### config.mk
export PLATFORM = sky130hd
export DESIGN_NAME = uart_tx_arb
export DESIGN_NICKNAME = d
export VERILOG_FILES = /design/src/rtl/uart_tx_arb.sv
export SDC_FILE = /design/constraint.sdc
export NUM_CORES = 1
export LEC_CHECK = 0
export CAP_MARGIN = 20
export CORE_MARGIN = 2
export CORE_UTILIZATION = 40
export CTS_CLUSTER_DIAMETER = 30
export DETAILED_ROUTE_END_ITERATION = 10
export HOLD_SLACK_MARGIN = 0.1
export PLACE_DENSITY = 0.79
export SYNTH_ARGS = -nofsm -noshare
export SYNTH_HDL_FRONTEND = slang
export SYNTH_SLANG_ARGS = --single-unit
### constraint.sdc
create_clock -name clk -period 2 [get_ports clk]
set_input_delay 0.4 -clock clk [delete_from_list [all_inputs] [get_ports clk]]
set_output_delay 0.4 -clock clk [all_outputs]
set_load 0.01 [all_outputs]
### src/rtl/uart_tx_arb.sv
// Two-requester command arbiter feeding a UART byte transmitter.
// Each 16-bit command is sent high byte first, then an idle gap.
module uart_tx_arb #(
  parameter int IDLE_GAP = 2
) (
  input  logic        clk,
  input  logic        rst,
  input  logic [15:0] req0_cmd,
  input  logic        req0_vld,
  output logic        req0_rdy,
  input  logic [15:0] req1_cmd,
  input  logic        req1_vld,
  output logic        req1_rdy,
  output logic [7:0]  tx_data,
  output logic        tx_vld,
  input  logic        tx_rdy,
  output logic        grant,
  output logic        busy,
  output logic [15:0] cmd_cnt
);

  typedef enum logic [1:0] {
    IDLE,
    SEND_HI,
    SEND_LO,
    GAP
  } state_t;

  localparam logic [3:0] GAP_LOAD =
    4'((IDLE_GAP > 0) ? IDLE_GAP - 1 : 0);

  state_t      state_q, state_d;
  logic        ptr_q, ptr_d;
  logic        grant_q, grant_d;
  logic [15:0] hold_q, hold_d;
  logic [15:0] cnt_q, cnt_d;
  logic [3:0]  gap_q, gap_d;
  logic        pick1;
  logic        idle;

  always_ff @(posedge clk) begin
    if (rst) begin
      state_q <= IDLE;
      ptr_q   <= 1'b0;
      grant_q <= 1'b0;
      hold_q  <= 16'h0000;
      cnt_q   <= 16'h0000;
      gap_q   <= 4'd0;
    end else begin
      state_q <= state_d;
      ptr_q   <= ptr_d;
      grant_q <= grant_d;
      hold_q  <= hold_d;
      cnt_q   <= cnt_d;
      gap_q   <= gap_d;
    end
  end

  // Requester 1 wins when alone or when the pointer favours it.
  always_comb begin
    idle     = (state_q == IDLE);
    pick1    = req1_vld & (~req0_vld | ptr_q);
    req0_rdy = idle & ~rst & req0_vld & ~pick1;
    req1_rdy = idle & ~rst & pick1;
  end

  always_comb begin
    state_d = state_q;
    ptr_d   = ptr_q;
    grant_d = grant_q;
    hold_d  = hold_q;
    cnt_d   = cnt_q;
    gap_d   = gap_q;
    unique case (state_q)
      IDLE: begin
        if (req0_rdy | req1_rdy) begin
          hold_d  = pick1 ? req1_cmd : req0_cmd;
          grant_d = pick1;
          ptr_d   = ~pick1;
          state_d = SEND_HI;
        end
      end
      SEND_HI: begin
        if (tx_rdy) state_d = SEND_LO;
      end
      SEND_LO: begin
        if (tx_rdy) begin
          cnt_d = cnt_q + 16'd1;
          if (IDLE_GAP == 0) begin
            state_d = IDLE;
          end else begin
            state_d = GAP;
            gap_d   = GAP_LOAD;
          end
        end
      end
      GAP: begin
        if (gap_q == 4'd0) state_d = IDLE;
        else gap_d = gap_q - 4'd1;
      end
    endcase
  end

  always_comb begin
    tx_vld  = 1'b0;
    tx_data = 8'h00;
    unique case (state_q)
      SEND_HI: begin
        tx_vld  = 1'b1;
        tx_data = hold_q[15:8];
      end
      SEND_LO: begin
        tx_vld  = 1'b1;
        tx_data = hold_q[7:0];
      end
      default: ;
    endcase
  end

  assign grant   = grant_q;
  assign busy    = ~idle;
  assign cmd_cnt = cnt_q;

endmodule

==> results of run 1 <==
-- layer usage --
layer	vias up	routed length, um	GRT usage
li1	1054	-	-
met1	944	2320	0.225
met2	75	2610	0.333
met3	10	364	0.0628
met4	0	116	0.0800
met5	-	0	0
-- worst register-to-register path: stages, from the launching register on --
cell and delay [ps]:
dfxtp_4 360, inv_2 90, ha_4 190, buf_4 170, mux2_2 360, and2_1 180, nand2_1 90, mux2_2 330
-- state kept, by name, summed over array words and instances (netlist names) --
name / cells
grant: 1
cmd_cnt: 16
gap_q: 4
hold_q: 16
ptr_q: 1
state_q: 2
-- kinds of logic after synthesis --
group | share of synthesized area
AOI/OAI and AO/OA | 0.175
xor gates and xnor gates | 0.0463
adders and majority gates | 0.0361
buffers and inverters | 0.0499
DFF | 0.385
muxes | 0.0211
and+or+nand+nor | 0.286
-- report_power, final --
part	internal, mW	leakage (nW)	switching [mW]	total, mW
Sequential	0.950	0.328	0.109	1.06
Clock	0.370	0.0552	0.276	0.646
Combinational	0.702	0.775	0.663	1.37
Total	2.02	1.16	1.05	3.07
-- path summary, 6_finish.rpt --
kind                     from           to  slack (ps)  cells after the start
hold / removal    cmd_cnt[15]  cmd_cnt[15]         480                      2
setup reg to reg   state_q[0]     gap_q[3]         130                      7
setup / recovery     req0_vld     req0_rdy          80                      4
hold reg to reg   cmd_cnt[15]  cmd_cnt[15]         480                      2
-- Yosys cell counts, types with 2 or more instances --
cell,n
nor2b_1,8
a311oi_1,15
a22oi_1,8
mux2_2,3
nand3_1,22
or4_1,3
nor2_1,32
inv_1,5
buf_1,2
a32o_1,2
clkbuf_1,9
o21ai_0,4
o31ai_1,3
nand2_1,25
a21oi_1,9
ha_1,6
and4_1,4
nand4_1,4
nand2b_1,3
nor3_1,6
xor2_1,11
dfxtp_1,40
buf_2,5
or3_1,2
-- metrics by stage --
stage | TNS (ps) | hold WS [ps] | total power, mW | utilization | setup WS, ps
after CTS | 0 | 486 | 3.06 | 0.600 | 4.00
after detailed placement | -584 | 475 | 2.30 | 0.571 | -228
after floorplan | 0 | 454 | 1.78 | - | 342
final | 0 | 481 | 3.07 | 0.600 | 80.2
after global routing | 0 | 518 | 3.28 | 0.600 | 10.3
after global placement | -427 | 466 | 2.28 | 0.571 | -225
-- layout by cell type (no fill, tap or decap), types with 5 or more instances in the layout --
cell	instances
clkdlybuf4s50_1	53
dfxtp_1	38
nor2_1	32
nand2_1	25
buf_4	23
nand3_1	22
a311oi_1	15
xor2_1	11
a21oi_1	9
a22oi_1	8
nor2b_1	7
clkbuf_2	7
nor3_1	6
clkbuf_8	5
-- layout make-up --
type | instances | area share
tap | 70 | 0.0288
multi-input combinational | 187 | 0.401
inverter | 5 | 0.00616
timing repair buffer | 89 | 0.264
sequential | 40 | 0.265
clock buffer | 6 | 0.0238
clock inverter | 2 | 0.0115
-- timing repair --
item	4_1_cts	5_1_grt
pin swaps	1	1
gates resized for setup	26	15
setup buffers	1	3
endpoints found under the setup margin	14	9
==> results.py, run 1 <==
metrics = {
    "floorplanning": {
        "start_util": 0.410,
        "fp.dieW_um": 76.1,
        "fp-row-count": 26,
        "die_area_um2": 5790,
        "ios": 66,
        "coreArea_um2": 5070,
        "die_h_um": 76.1,
    },
    "synth": {
        "synth_top_area_cell": "dfxtp_1",
        "ys.flop_type": "dfxtp_1",
        "syn_area_um2": 2080,
        "synth_top_area_frac": 0.385,
        "yosysSeqAreaShare": 0.385,
        "postSynthCellCount": 250,
        "synth_enable_flop_cells": 0,
        "ys_types": 43,
        "synth_area_leaders": "dfxtp_1, a311oi_1, nor2_1, nand3_1, xor2_1",
        "async_flop_share": 0,
        "synth_nets": 293,
        "yosys_warnings": 0,
        "ys_seq_elements": 40,
        "synth.avg_cell_area_um2": 8.32,
    },
    "setup_path": {
        "critical_path.max_stage_delay_ps": 510,
        "path_cells": "clkdlybuf4s50_1 > nand2b_1 > a211oi_2 > clkdlybuf4s15_1",
        "worst-path-buf-inv": 2,
        "cp_max_fo": 3,
        "worst_setup_path_start_kind": "input pin",
        "cp.required_ps": 1600,
        "slowest_stage": "clkdlybuf4s50_1",
        "critPathKind": "input pin to output pin",
        "critical_path.top_delay_family": "buffers and inverters",
        "cp.arrival_ps": 1520,
        "end_kind": "output pin",
    },
    "timing": {
        "setup_violations": 0,
        "hold_viol": 0,
        "worst_slew_pin_slew_ps": 379,
        "slew_headroom": 0.741,
        "fmax_mhz": 521,
        "clock_skew_ps": 4.86,
        "period_needed_ps": 1920,
        "slew_viol_final": 0,
        "rsz0062_at_grt": "no",
        "finalCritPeriodShare": 0.960,
    },
    "layout": {
        "layout-drive-gt1-share": 0.170,
        "areaGrowthSynthToFinish_pct": 46.5,
        "finalInstanceArea_um2": 3050,
        "final_nets": 371,
        "multiInputGateArea_um2": 1220,
        "final_cell_count_no_fill": 399,
        "regArea_um2": 808,
        "diodes": 0,
        "nFillCells": 460,
    },
    "placed_design": {
        "dp.cells": 387,
        "dp_hpwl_mm": 3.98,
        "portBuffers": 65,
        "post_dp_cell_area_um2": 2900,
        "gp_congestion": 0.807,
    },
    "cts": {
        "cts-root-buf": "clkbuf_8",
        "clock_sinks": 40,
        "clockBufferDepth": 2,
        "path_clk_slew_ps": 70,
        "cts_tree": "yes",
        "htreeDepth": 2,
        "holdBufCountCts": 0,
        "clk_latency_ps": 290,
        "cts_made_buffers": 5,
    },
    "grt": {
        "grt_max_degree": 29,
        "grt_util_all_layers": 0.195,
        "grt_pass1_vias": 2021,
        "grt_antenna_before_repair": 0,
        "grt_pass1_wl_mm": 9.09,
        "overflow": 0,
    },
    "run_status": {
        "outcome": "completed",
    },
    "route": {
        "vias_per_cell": 5.22,
        "wl_mm": 5.42,
        "first_pass_iters": 4,
        "wl_per_cell_um": 13.6,
        "route.detailed.drc": 0,
        "ant_nets": 0,
        "vias": 2083,
        "drtIter0Drc": 93,
    },
    "power": {
        "power.leakage_nw": 1.16,
        "ir_drop_mv": 0.525,
        "power.density_nw_per_um2": 1010,
    },
    "hold_path": {
        "hp-class": "flip-flop to flip-flop",
    },
    "flow_run": {
        "cap_violations": 0,
    },
}
No activity file was read; power rests on OpenSTA's default activity.
==> run 2: changes to the inputs <==
- CAP_MARGIN: 20 -> not set
==> results of run 2 <==
No change in the layout: final DEF, timing and power equal those of run 1.
==> run 3: changes to the inputs <==
- SLEW_MARGIN: not set -> 20
==> results of run 3 <==
No change in the layout: final DEF, timing and power equal those of run 1.
==> variant 1 (flow settings as in run 3) <==
Encoding of `state_t`: now one-hot (4 bits for 4 states).
--- a/src/rtl/uart_tx_arb.sv
+++ b/src/rtl/uart_tx_arb.sv
@@ -21,7 +21,7 @@
 
-  typedef enum logic [1:0] {
-    IDLE,
-    SEND_HI,
-    SEND_LO,
-    GAP
+  typedef enum logic [3:0] {
+    IDLE    = 4'b0001,
+    SEND_HI = 4'b0010,
+    SEND_LO = 4'b0100,
+    GAP     = 4'b1000
   } state_t;
Check against the original RTL: no difference found for any inputs over 10 cycles, from zero or initial values and one cycle with rst high; not proved beyond that.
==> variant 1 against run 3 <==
Design area increased by 3.8%. Sequential share of layout area increased by 0.30 points. Synthesized area increased by 2.9%. Sequential cell count increased by 2. Hold slack improved by 0.0075 ns. Wire length increased by 8.2%. Cell count increased by 4.3%. Worst setup slack improved by 0.0074 ns.
Power is not compared: it rests on default switching activity, and its combinational part moved more than twofold at a synthesized area within 25%.
==> variant 1: results (changes against run 3) <==
[drt]
wl_met3_um = 280  ; -23%
routed-wl-met2_mm = 2.89  ; +11%
routed_wl_mm = 5.86  ; +8.2%
detail_route.wirelength.met1_mm = 2.65  ; +14%
post_drt_wl_per_cell_um = 14.1  ; +3.8%
drt_iter0_markers = 127  ; +37%
vias = 2182  ; +4.8%

[grt]
grt_first_pass_wirelength_mm = 9.52  ; +4.7%
grtUsageTotal_pct = 19.8  ; +0.29 points
grt_pass1_vias = 2089  ; +3.4%
grt_max_degree = 22  ; -24%
grt_util_met2_pct = 35.0  ; +1.7 points
globalRouteMet1Util_pct = 23.7  ; +1.3 points

[placement]
port_buffer_cells = 65  ; unchanged
post-place-ws_ns = -0.314  ; -0.0866 ns
placed_cells_incl_taps = 402  ; +3.9%
place.gp.congestion = 0.881  ; +9.1%
dp.final_hpwl_mm = 4.30  ; +8.0%

[finish]
fillers = 464  ; +0.87%
buffer_area_share_pct = 28.6  ; +2.2 points
layout_clock_area_share_pct = 3.37  ; -0.17 points
final.signal_inverter_count = 9  ; +4
num-nonclk-buffers = 102  ; +15%
final_layout_size_suffix_gt1_share_pct = 21.7  ; +4.7 points
finalNetCount = 385  ; +3.8%
sequential_cell_area_um2 = 848  ; +5.0%
layout.comb_gates.multi_input = 185  ; -1.1%

[pwr]
power_switching_share_pct = 23.6
power.leakage_nw = 1.20

[synthesis]
ys_ff_latch = 42  ; +5.0%
synthTopCellsByArea = dfxtp_1, nor2_1, nand2_1, a311oi_1, a21oi_1
yosys-mux-area-fraction_pct = 0.994  ; -1.1 points
yosysUniqueCellTypes = 44  ; +2.3%
synth_nets = 291  ; -0.68%
yosys-top-cells-count = dfxtp_1, nor2_1, nand2_1
seq_area_frac_synth_pct = 39.3  ; +0.77 points
syn-mean-instance-area_um2 = 8.53  ; +2.5%

[setup_path]
critPathMaxStageDelay_ns = 0.37  ; -0.14 ns
slowest_stage = dfxtp_4

[sta]
fin_worst_skew_ns = 0.00438  ; -0.000475 ns
rel_slew_slack_pct = 76.9  ; +2.9 points

[outcome]
run_status = finished, final reports clean

variant 1: changes by cell type after synthesis, sizes merged, moves of 4 or more:
cell    change
nand3      -10
nor2b       -8
a221o       +5
a21oi       +6
nand2       +4
a311oi      -5
and3        +7
inv         +4
variant 1: worst paths after layout:
kind         slack, ns  startpoint     endpoint  depth (start not counted)
max               0.09  state_q[2]   tx_data[3]                          6
min               0.49    gap_q[0]     gap_q[0]                          2
max reg2reg       0.19  state_q[1]  cmd_cnt[12]                          5
min reg2reg       0.49    gap_q[0]     gap_q[0]                          2
variant 1: repair_timing:
item / 4_1_cts / 5_1_grt
setup endpoints to repair: 12 / 9
setup buffers: 3 / 3
pin swaps: 1 / 4
gates resized for setup: 32 / 21
variant 1: through the flow:
stage | setup TNS [ns] | area (µm²)
finish | 0 | 3160
global placement | -0.575 | 3020
global route | 0 | 3160
detailed placement | -0.752 | 3020
floorplan | 0 | 2140
CTS | -0.146 | 3130
==> variant 2 (settings of run 3) <==
Without the edit above. Make the reset (`rst`) asynchronous in one clocked block.
--- a/src/rtl/uart_tx_arb.sv
+++ b/src/rtl/uart_tx_arb.sv
@@ -40,3 +40,3 @@
 
-  always_ff @(posedge clk) begin
+  always_ff @(posedge clk or posedge rst) begin
     if (rst) begin
Check against the original RTL: differs if rst is asserted again (counterexample within 4 cycles, from zero or initial values and one cycle with rst high); with rst held inactive, the same outputs for 10 cycles.
==> variant 2 against run 3 <==
Sequential cell count unchanged. Total power up 23%. Non-clock buffer count down 8. Wire length down 9.0%. Design area up 0.12%. Synthesized area up 4.2%. Worst setup slack worse by 0.034 ns. Hold slack worse by 0.0070 ns. Critical path type is now reg -> out. Critical endpoint is now tx_data[2].
==> variant 2: results (changes against run 3) <==
[outcome]
run_status = finished, final reports clean

[synthesis]
syn-mean-instance-area_um2 = 10.4  ; +25%
synth_async_sr_flop_share_pct = 100  ; +100 points
yosys-mux-area-fraction_pct = 8.60  ; +6.5 points
yosysUniqueCellTypes = 45  ; +4.7%
synth_compound_area_share_pct = 12.8  ; -4.7 points
xor_xnor_share_of_the_synthesized_area_pct = 6.06  ; +1.4 points
seq_area_frac_synth_pct = 46.2  ; +7.7 points
yosys-top-cells-count = dfrtp_1, nor2_1, a21oi_1
synth_nets = 252  ; -14%
synth-adder-area-share_pct = 4.04  ; +0.43 points
synthTopCellsByArea = dfrtp_1, mux2i_1, nor2_1, a21oi_1, ha_1

[placement]
dpl_cell_area_mm2 = 0.00297  ; +2.5%
placed_cells_incl_taps = 348  ; -10%
post-place-ws_ns = -0.243  ; -0.0155 ns
place.gp.congestion = 0.768  ; -4.9%
dp.final_hpwl_mm = 3.65  ; -8.3%

[finish]
fillers = 428  ; -7.0%
final_layout_size_suffix_gt1_share_pct = 17.3  ; +0.29 points
finalNetCount = 329  ; -11%

[grt]
grt_max_degree = 41  ; +41%
grtUsageTotal_pct = 17.5  ; -2.0 points
grt_first_pass_wirelength_mm = 8.42  ; -7.3%

[setup_path]
worst-endpoint-arrival_ns = 1.55  ; +0.03 ns
cp_max_fo = 9  ; +6

[drt]
vias = 1778  ; -15%
route.detailed.vias_per_inst = 5.04  ; -3.5%
drt_iter0_markers = 102  ; +9.7%

[pwr]
power.leakage_nw = 1.39  ; +20%
irDropWorstVdd_uv = 568  ; +8.3%

[cts]
cts_setup_buffers = 0  ; -1

[sta]
rel_slew_slack_pct = 76.4  ; +2.3 points
fin_worst_skew_ns = 0.0123  ; +0.00746 ns

## variant 2: changes by cell type in the layout (fill, tap and decap cells not counted), sizes merged, moves of 4 or more
| cell | change |
|---|---|
| dfrtp | +40 |
| dfxtp | -40 |
| nand3 | -18 |
| nand2 | -17 |
| a311oi | -15 |
| mux2i | +15 |
| a21oi | +10 |
| buf | -8 |
| xnor2 | +7 |
| nor2 | -6 |
| nor2b | +5 |
| inv | +4 |
## variant 2: worst paths after layout
path / to / slack, ns / from / cells after the start
setup / recovery: tx_data[2] / 0.05 / state_q[0] / 5
hold / removal: cmd_cnt[15] / 0.47 / cmd_cnt[15] / 1
setup reg to reg: cmd_cnt[10] / 0.26 / state_q[0] / 8
hold reg to reg: cmd_cnt[15] / 0.47 / cmd_cnt[15] / 1
max in group asynchronous: hold_q[0] / 1.15 / rst / 3
min in group asynchronous: gap_q[0] / 0.64 / rst / 3
## variant 2: cells by family (layout without fill, tap and decap cells)
kind of cell	count (synthesis)	after routing
simple gates	68	68
compound gates	40	40
flops	40	40
buf+inv	20	95
mux	18	18
xor+xnor	15	15
fa+ha+maj	7	7
## variant 2: power by group
group | switching (mW) | internal (mW)
sequential | 0.253 | 1.10
combinational | 0.934 | 1.02
clock | 0.247 | 0.225
total | 1.43 | 2.35
## variant 2: routing by layer
metal	global-route usage, %	vias up	share of wire, %
met5	0	-	0
met4	5.36	0	0.91
met3	3.95	4	4.5
met2	30.5	40	53
met1	21.4	867	41
li1	-	867	-
## variant 2: critical path: stages, from the launching register on
cell and delay [ns]:
dfrtp_1 0.40, buf_4 0.16, ha_4 0.20, a22oi_2 0.19, nor2b_1 0.06, dlygate4sd2_1 0.29
## variant 2: through the flow
step                setup TNS [ns]  power (mW)  hold WS (ns)
floorplan                        0        2.45         0.495
global placement            -0.350        3.23         0.458
detailed placement          -0.626        3.30         0.462
CTS                              0        3.78         0.477
global route               -0.0370        4.07         0.503
finish                           0        3.79         0.474
## variant 2: layout make-up
class                           instances  area, µm²  share of cell area (%)
Sequential cell                        40       1000                    32.8
Inverter                                9       33.8                    1.11
Tap cell                               70       87.6                    2.87
Clock buffer                            5       68.8                    2.26
Timing Repair Buffer                   81        738                    24.2
Multi-Input combinational cell        148       1120                    36.7
## variant 2: what timing repair did
item                       CTS  global route
setup endpoints to repair   12            10
gates resized for setup     24            16
cloned                       0             0
pin swaps                    0             1
hold buffers                 0             0
